$ cat src/rtl/dds_doppler_sweep_pkg.sv
// dds_doppler_sweep_pkg: shared state encoding, register-file config record and default widths
package dds_doppler_sweep_pkg;
  localparam int DEF_CODE_WIDTH  = 32;
  localparam int DEF_DWELL_WIDTH = 16;
  localparam int DEF_BIN_WIDTH   = 8;
  typedef enum logic [2:0] {
    IDLE  = 3'd0,
    LOAD  = 3'd1,
    DWELL = 3'd2,
    DUMP  = 3'd3,
    DONE  = 3'd4
  } state_e;
  typedef struct packed {
    logic [DEF_CODE_WIDTH-1:0]  code_start;
    logic [DEF_CODE_WIDTH-1:0]  code_step;
    logic [DEF_BIN_WIDTH-1:0]   n_bins;
    logic [DEF_DWELL_WIDTH-1:0] dwell_len;
  } cfg_t;
endpackage

$ cat src/rtl/dds_doppler_sweep.sv
// dds_doppler_sweep: steps the acquisition DDS through a grid of Doppler bins, dwelling and dumping per bin
// Ports: clk/resetn (async active-low); start/abort control; code_start, code_step, n_bins, dwell_len config;
// dump_ready from accumulator; dds_code/dds_syn_reset/dds_en to DDS; dump, bin_idx, busy, done status.
module dds_doppler_sweep
  import dds_doppler_sweep_pkg::*;
#(
  parameter int CODE_WIDTH  = DEF_CODE_WIDTH,
  parameter int DWELL_WIDTH = DEF_DWELL_WIDTH,
  parameter int BIN_WIDTH   = DEF_BIN_WIDTH
) (
  input  logic                   clk,
  input  logic                   resetn,
  input  logic                   start,
  input  logic                   abort,
  input  logic [CODE_WIDTH-1:0]  code_start,
  input  logic [CODE_WIDTH-1:0]  code_step,
  input  logic [BIN_WIDTH-1:0]   n_bins,
  input  logic [DWELL_WIDTH-1:0] dwell_len,
  input  logic                   dump_ready,
  output logic [CODE_WIDTH-1:0]  dds_code,
  output logic                   dds_syn_reset,
  output logic                   dds_en,
  output logic                   dump,
  output logic [BIN_WIDTH-1:0]   bin_idx,
  output logic                   busy,
  output logic                   done
);
  localparam logic [BIN_WIDTH-1:0]   B_ONE = 1;
  localparam logic [DWELL_WIDTH-1:0] D_ONE = 1;
  state_e                 state_q;
  logic [CODE_WIDTH-1:0]  code_q, step_q;
  logic [BIN_WIDTH-1:0]   bin_q, nbins_q;
  logic [DWELL_WIDTH-1:0] last_q, cnt_q;
  logic                   syn_q, en_q, dump_q, busy_q, done_q;
  always_ff @(posedge clk or negedge resetn) begin
    if (!resetn) begin
      state_q <= IDLE;
      code_q  <= '0;
      step_q  <= '0;
      bin_q   <= '0;
      nbins_q <= '0;
      last_q  <= '0;
      cnt_q   <= '0;
      syn_q   <= 1'b0;
      en_q    <= 1'b0;
      dump_q  <= 1'b0;
      busy_q  <= 1'b0;
      done_q  <= 1'b0;
    end else begin
      syn_q  <= 1'b0;
      dump_q <= 1'b0;
      done_q <= 1'b0;
      if (state_q != IDLE && abort) begin
        state_q <= IDLE;
        en_q    <= 1'b0;
        busy_q  <= 1'b0;
      end else begin
        case (state_q)
          IDLE: if (start && !abort) begin
            step_q  <= code_step;
            nbins_q <= n_bins;
            // dwell_len==0 behaves as a single-sample dwell
            last_q  <= (dwell_len == '0) ? '0 : dwell_len - D_ONE;
            busy_q  <= 1'b1;
            if (n_bins == '0) begin
              state_q <= DONE;
              done_q  <= 1'b1;
            end else begin
              bin_q   <= '0;
              code_q  <= code_start;
              syn_q   <= 1'b1;
              state_q <= LOAD;
            end
          end
          LOAD: begin
            state_q <= DWELL;
            en_q    <= 1'b1;
            cnt_q   <= '0;
          end
          DWELL: if (cnt_q == last_q) begin
            state_q <= DUMP;
            en_q    <= 1'b0;
            dump_q  <= 1'b1;
          end else begin
            cnt_q <= cnt_q + D_ONE;
          end
          DUMP: if (dump_ready) begin
            if (bin_q == nbins_q - B_ONE) begin
              state_q <= DONE;
              done_q  <= 1'b1;
            end else begin
              // code only moves here, while the DDS is disabled
              bin_q   <= bin_q + B_ONE;
              code_q  <= code_q + step_q;
              syn_q   <= 1'b1;
              state_q <= LOAD;
            end
          end
          DONE: begin
            state_q <= IDLE;
            busy_q  <= 1'b0;
          end
          default: begin
            state_q <= IDLE;
            en_q    <= 1'b0;
            busy_q  <= 1'b0;
          end
        endcase
      end
    end
  end
  assign dds_code      = code_q;
  assign dds_syn_reset = syn_q;
  assign dds_en        = en_q;
  assign dump          = dump_q;
  assign bin_idx       = bin_q;
  assign busy          = busy_q;
  assign done          = done_q;
endmodule

$ cat config.mk
export PLATFORM = sky130hd
export DESIGN_NAME = dds_doppler_sweep
export DESIGN_NICKNAME = d
export VERILOG_FILES = /design/src/rtl/dds_doppler_sweep_pkg.sv /design/src/rtl/dds_doppler_sweep.sv
export SDC_FILE = /design/constraint.sdc
export NUM_CORES = 1
export LEC_CHECK = 0
export ABC_AREA = 1
export ABC_CLOCK_PERIOD_IN_PS = 4500
export BUFFER_PORTS_ARGS = -buffer_cell sky130_fd_sc_hd__clkbuf_2
export CORE_UTILIZATION = 50
export CTS_CLUSTER_DIAMETER = 200
export DETAILED_ROUTE_END_ITERATION = 16
export HOLD_SLACK_MARGIN = 0.08
export PLACE_DENSITY_LB_ADDON = 0.2
export SYNTH_ARGS = -nofsm -noshare
export SYNTH_HDL_FRONTEND = slang
export SYNTH_SLANG_ARGS = --single-unit
$ cat constraint.sdc
create_clock -name clk -period 4.5 [get_ports clk]
set_input_delay 0.9 -clock clk [delete_from_list [all_inputs] [get_ports clk]]
set_output_delay 0.9 -clock clk [all_outputs]
set_load 0.01 [all_outputs]
Word-level counts from Yosys, hierarchy flattened
Cells that the tools add are included.
{ "totals": {"regBits": 120, "in_bits": 93, "out_inout_bits": 45, "word_cells": 92} }
{ "classes": {"addsub": 5, "n_eq_ne": 16, "muxes": 41, "bitwise_logic": 1, "n_reduce_logical": 17} }
{ "ops": {"columns": ["operator", "n"], "rows": [
  ["32-bit 2-to-1 mux", 4],
  ["32-bit case mux with 2 select lines", 1],
  ["32-bit adder", 1],
  ["16-bit 2-to-1 mux", 2],
  ["8-bit 2-to-1 mux", 4],
  ["16-bit case mux with 2 select lines", 1],
  ["3-bit 2-to-1 mux", 6],
  ["1-bit 2-to-1 mux", 17],
  ["16-bit by 1-bit adder with 16-bit output, second input constant", 1],
  ["16-bit == test", 1],
  ["16-bit zero test", 1],
  ["8-bit case mux with 2 select lines", 1],
  ["16-bit by 1-bit subtractor with 16-bit output, second input constant", 1],
  ["3-bit case mux with 4 select lines", 1],
  ["2-bit inequality test, second input constant", 5],
  ["3-bit inequality test, second input constant", 3],
  ["3-bit AND reduction", 3],
  ["8-bit by 1-bit adder with 8-bit output, second input constant", 1],
  ["8-bit == test", 1],
  ["8-bit zero test", 1],
  ["8-bit by 1-bit subtractor with 8-bit output, second input constant", 1],
  ["3-bit by 2-bit == test with 1-bit output, second input constant", 2],
  ["1-bit case mux with 2 select lines", 3],
  ["6-bit AND reduction", 1],
  ["12 further kinds", 17]
]} }

Longest topological paths before layout
{ "logic_depth": {"ltp_word": 6, "depth_mapped": 17} }

Worst setup path before layout
Ideal clock, no wire load.
{ "synth_timing": {"path_kind": "input-to-reg", "start": "input dwell_len[0]", "end": "register last_q[11]", "setup_time_ps": 133, "t_arrival_ps": 2203, "t_required_ps": 4367, "slack_ps": 2164, "cell_stages": 10, "path_buffers": 1, "cell_sequence": "inv_1 -> ha_1 -> inv_1 -> nor3_2 -> nand2_1 -> nor2_1 -> nand2_1 -> o21ai_2 -> clkbuf_1 -> o21ai_0"} }
{ "synth_via": {"elab_chain_len": 2, "elab_cells_between_ends": 3, "cone_classes": "add/sub: 1; mux: 1; reduce/logical: 1"} }
{ "synth_rtl": {"columns": ["item", "line_no", "text"], "rows": [
  ["from (decl)", "dds_doppler_sweep.sv:18", "input logic [DWELL_WIDTH-1:0] dwell_len,"],
  ["16-bit by 1-bit subtractor with 16-bit output or 16-bit zero test (tied branches)", "dds_doppler_sweep.sv:63", "last_q <= (dwell_len == '0) ? '0 : dwell_len - D_ONE;"],
  ["16-bit 2-to-1 mux (*)", "dds_doppler_sweep.sv:63", null],
  ["to (signal assigned)", "dds_doppler_sweep.sv:63", null],
  ["to (decl)", "dds_doppler_sweep.sv:33", "logic [DWELL_WIDTH-1:0] last_q, cnt_q;"]
]} }
Every way passes the cells marked *; elsewhere a longest branch is shown, timed or not.
A chain may end at the register's enable or synchronous reset.

Final worst setup path
{ "layout_timing": {"start": "register nbins_q[0]", "end": "register code_q[17] (netlist: dds_code[17])"} }
{ "layout_via": {"elab_chain_len": 4} }
{ "layout_rtl": {"columns": ["item", "line_no", "text"], "rows": [
  ["from (decl)", "dds_doppler_sweep.sv:32", "logic [BIN_WIDTH-1:0] bin_q, nbins_q;"],
  ["from (signal assigned)", "dds_doppler_sweep.sv:61", "nbins_q <= n_bins;"],
  ["8-bit by 1-bit subtractor with 8-bit output", "dds_doppler_sweep.sv:88", "if (bin_q == nbins_q - B_ONE) begin"],
  ["8-bit == test", "dds_doppler_sweep.sv:88", null],
  ["2-bit inequality test (no line)", null, null],
  ["6-bit AND reduction (no line)", null, null],
  ["to (signal assigned)", "dds_doppler_sweep.sv:70", "code_q <= code_start;"],
  ["to (signal assigned)", "dds_doppler_sweep.sv:94", "code_q <= code_q + step_q;"],
  ["to (decl)", "dds_doppler_sweep.sv:31", "logic [CODE_WIDTH-1:0] code_q, step_q;"]
]} }
No other way between the ends.

==> impl_metrics.py <==
metrics = {
    "status": {
        "run_status": "finished, final reports clean",
    },
    "sta": {
        "totalNegativeSetupSlack_ps": 0,
        "max_freq_ghz": 0.3698,
        "max_slew.worst_pin.slew_ps": 913.4,
        "drv_slew": 0,
        "setup_viol_count_final": 0,
        "final_min_period_ps": 2704,
        "finalClockSkew_ps": 10.04,
        "hold_viol": 0,
        "fin_worst_setup_slack_ps": 1796,
        "max-slew-margin-rel": 0.3911,
        "rsz0062_at_grt": "no",
        "timing.final.crit_share": 0.6009,
    },
    "power": {
        "total_leakage_power_nw": 5.681,
        "total_power_mw": 6.925,
        "powerDensity_nw_per_um2": 693.7,
        "ir_drop_uv": 345.0,
    },
    "routing": {
        "met3_wire_length_mm": 1.116,
        "final_antenna_net_count": 0,
        "drt_drc_violations_left": 0,
        "routed-wl-met2_mm": 10.81,
        "route.top_layer_used": "met4",
        "detail_route.wirelength.met1_mm": 10.21,
        "routed_wire_length_per_instance_um": 13.49,
        "first_iter_violations": 552,
        "vias": 8463,
        "firstDrtPassIters": 5,
        "detail_route.wirelength_mm": 22.69,
        "detail_route.vias_per_cell": 5.032,
    },
    "setup_path": {
        "timing.critical_path.mode_cell": "sky130_fd_sc_hd__nand2_1",
        "critical_path.max_stage_delay_ps": 680,
        "path_cells": "inv_1 > ha_1 > inv_1 > nand2_1 > nand3_1 > nand2_1 > nor2_1 > nand3_1 > nor2_2 > nand3_1 > nand3_2 > inv_2 > nand2_1 > nand2_1",
        "rr_worst_depth": 14,
        "endpoint_kind": "flop",
        "cp_max_fo": 31,
        "worst-endpoint-required_ps": 4860,
        "worst_ep_arrival_time_ps": 3060,
        "worst_path_max_delay_cell": "sky130_fd_sc_hd__inv_2",
        "worst_setup_path_start_kind": "flop",
        "worst-setup-path-type": "flop to flop",
    },
    "cts": {
        "cts-root-to-sink-buffers": 2,
        "cts_tree": "done",
        "htreeDepth": 4,
        "clock_latency_ps": 430,
        "cts.root.buffer_cell": "sky130_fd_sc_hd__clkbuf_16",
        "cts_hold_buffers": 0,
        "cts_repair_resize_count": 0,
        "postCtsSetupBuffers": 0,
        "path_clk_slew_ps": 60,
        "cts_buffers": 17,
        "cts_sinks": 120,
    },
    "floorplan": {
        "die_outline_area_um2": 17570,
        "rows": 47,
        "die_width_um": 132.6,
        "floorplan.core_area_um2": 16580,
        "io-pin-count": 138,
        "initial_core_util": 0.5139,
        "dieHeight_um": 132.6,
    },
    "synthesis": {
        "mean_post_synth_cell_area_um2": 6.456,
        "ys.warnings.count": 0,
        "ys_dominant_reg_cell": "sky130_fd_sc_hd__dfrtp_1",
        "netlist_instances": 1320,
        "total_standard_cell_area_after_synthesis_um2": 8522,
        "synth_largest_type_area_fraction": 0.3524,
        "ys_types": 33,
        "synth_mux_area_frac": 0.002349,
        "post_synth_fa_ha_maj_area_fraction": 0.05374,
        "yosys.area_share.xor_xnor": 0.04889,
        "number_of_enable_flip_flop_cells_after_synthesis": 0,
        "netlist.top_cell.by_area": "sky130_fd_sc_hd__dfrtp_1",
        "register_area_share_after_synthesis": 0.3524,
        "yosys-top-cells-count": "sky130_fd_sc_hd__nand2_1 (590), sky130_fd_sc_hd__inv_1 (165), sky130_fd_sc_hd__dfrtp_1 (120), sky130_fd_sc_hd__nor2_1 (95), sky130_fd_sc_hd__nand3_1 (70)",
        "ys_top_cells_by_area": "sky130_fd_sc_hd__dfrtp_1 (35%), sky130_fd_sc_hd__nand2_1 (26%), sky130_fd_sc_hd__inv_1 (7.3%)",
        "largest_family_of_logic_cells_by_synthesized_area": "simple AND/OR/NAND/NOR gates",
        "post_synth_net_total": 1449,
        "yosysMostFrequentCell": "sky130_fd_sc_hd__nand2_1",
        "synth_seq_cells": 120,
        "yosys.area_share.simple": 0.3875,
        "synth-async-reset-ratio": 1.000,
        "synth-compound-area-share": 0.06284,
    },
    "run": {
        "max_cap_viol_count": 0,
    },
    "place": {
        "dp_worst_setup_slack_ps": 1447,
        "dp.cells": 1650,
        "dpl.hpwl_mm": 16.98,
        "finalWeightedCongestion": 0.9467,
        "buffer_ports.inserted": 137,
    },
    "finish": {
        "postLayoutCoreUtil": 0.6020,
        "finalNonFillerCells": 1682,
        "drive_above_1_share": 0.1320,
        "nets": 1578,
        "count_of_filler_cells_inserted_in_the_layout": 1680,
        "area.growth.synth_to_final_pct": 17.15,
        "antenna_cells": 0,
    },
    "min_path": {
        "min_delay_path_depth": 2,
        "timing.hold.worst.class": "flop to flop",
    },
    "global_route": {
        "grt_start_max_net_pins": 72,
        "grt_antenna_before_repair": 0,
        "grt_pass1_wl_mm": 38.17,
        "number_of_global_route_vias_before_repair": 8097,
        "grt-ovfl-total": 0,
        "groute.usage.overall": 0.2734,
    },
}
## through the flow
step | hold WS (ps) | cell area, µm²
CTS | 477.5 | 9983
detailed placement | 463.1 | 9395
finish | 475.9 | 9983
global route | 508.8 | 9983
global placement | 457.4 | 9395
floorplan | 445.9 | 8522
## per-layer routing
| layer | up-vias | track usage |
|---|---|---|
| met5 | - | 0 |
| met4 | 0 | 0.09962 |
| met3 | 46 | 0.04023 |
| met2 | 239 | 0.4626 |
| met1 | 3816 | 0.3550 |
| li1 | 4362 | - |
## report_power, final
part | switching (mW) | leakage (nW) | internal (mW)
clock network | 0.535 | 0.279 | 0.831
registers | 0.350 | 1.53 | 1.50
logic | 2.41 | 3.87 | 1.30
total | 3.29 | 5.68 | 3.63
## registers in the layout, indices dropped and copies added (netlist names)
signal and count:
last_q 16, nbins_q 8, step_q 32, done 1
dds_en 1, dds_code 32, dds_syn_reset 1, cnt_q 16
bin_idx 8, dump 1, busy 1, state_q 3
## worst max-delay path, delay by kind of cell (launching register included)
family                   cells  cell delay (ps)
adder cells (fa/ha/maj)      1              230
buffers and inverters        3              850
flip-flops                   1              370
AND/OR/NAND/NOR             10             1160
## cell type report
class	count	area (µm²)	share of cell area
clock buffers	18	439.2	0.04399
clock inverters	14	148.9	0.01491
inverters	168	630.6	0.06317
multi-input cells	998	4746	0.4754
flip-flops and latches	120	3003	0.3008
well taps	220	275.3	0.02757
repair buffers	144	740.7	0.07419
## placed cells by master (no fill, tap or decap), types with 15 or more instances in the layout
cell / n
sky130_fd_sc_hd__xnor2_1: 23
sky130_fd_sc_hd__nor2_1: 94
sky130_fd_sc_hd__a21oi_1: 32
sky130_fd_sc_hd__ha_1: 35
sky130_fd_sc_hd__clkbuf_2: 136
sky130_fd_sc_hd__inv_1: 165
sky130_fd_sc_hd__dfrtp_1: 120
sky130_fd_sc_hd__nand2_1: 590
sky130_fd_sc_hd__xor2_1: 22
sky130_fd_sc_hd__o21ai_0: 52
sky130_fd_sc_hd__nand4_1: 15
sky130_fd_sc_hd__clkbuf_16: 17
sky130_fd_sc_hd__nand3_1: 70
## worst paths after layout
| kind | to | startpoint | slack, ps |
|---|---|---|---|
| worst max-delay path | dds_code[17]$_DFFE_PN0P_ | nbins_q[0]$_DFFE_PN0P_ | 1800 |
| worst min-delay path | step_q[3]$_DFFE_PN0P_ | step_q[3]$_DFFE_PN0P_ | 480 |
| worst max register to register | dds_code[17]$_DFFE_PN0P_ | nbins_q[0]$_DFFE_PN0P_ | 1800 |
| worst min register to register | step_q[3]$_DFFE_PN0P_ | step_q[3]$_DFFE_PN0P_ | 480 |
| max in group asynchronous | dds_code[20]$_DFFE_PN0P_ | resetn | 2990 |
| min in group asynchronous | step_q[7]$_DFFE_PN0P_ | resetn | 600 |
## kinds of logic after synthesis
family | after synthesis
simple gates | 815
buf+inv | 202
flops | 120
compound gates | 99
xor+xnor | 46
fa+ha+maj | 36
mux | 2
No activity file was read; power rests on OpenSTA's default activity.
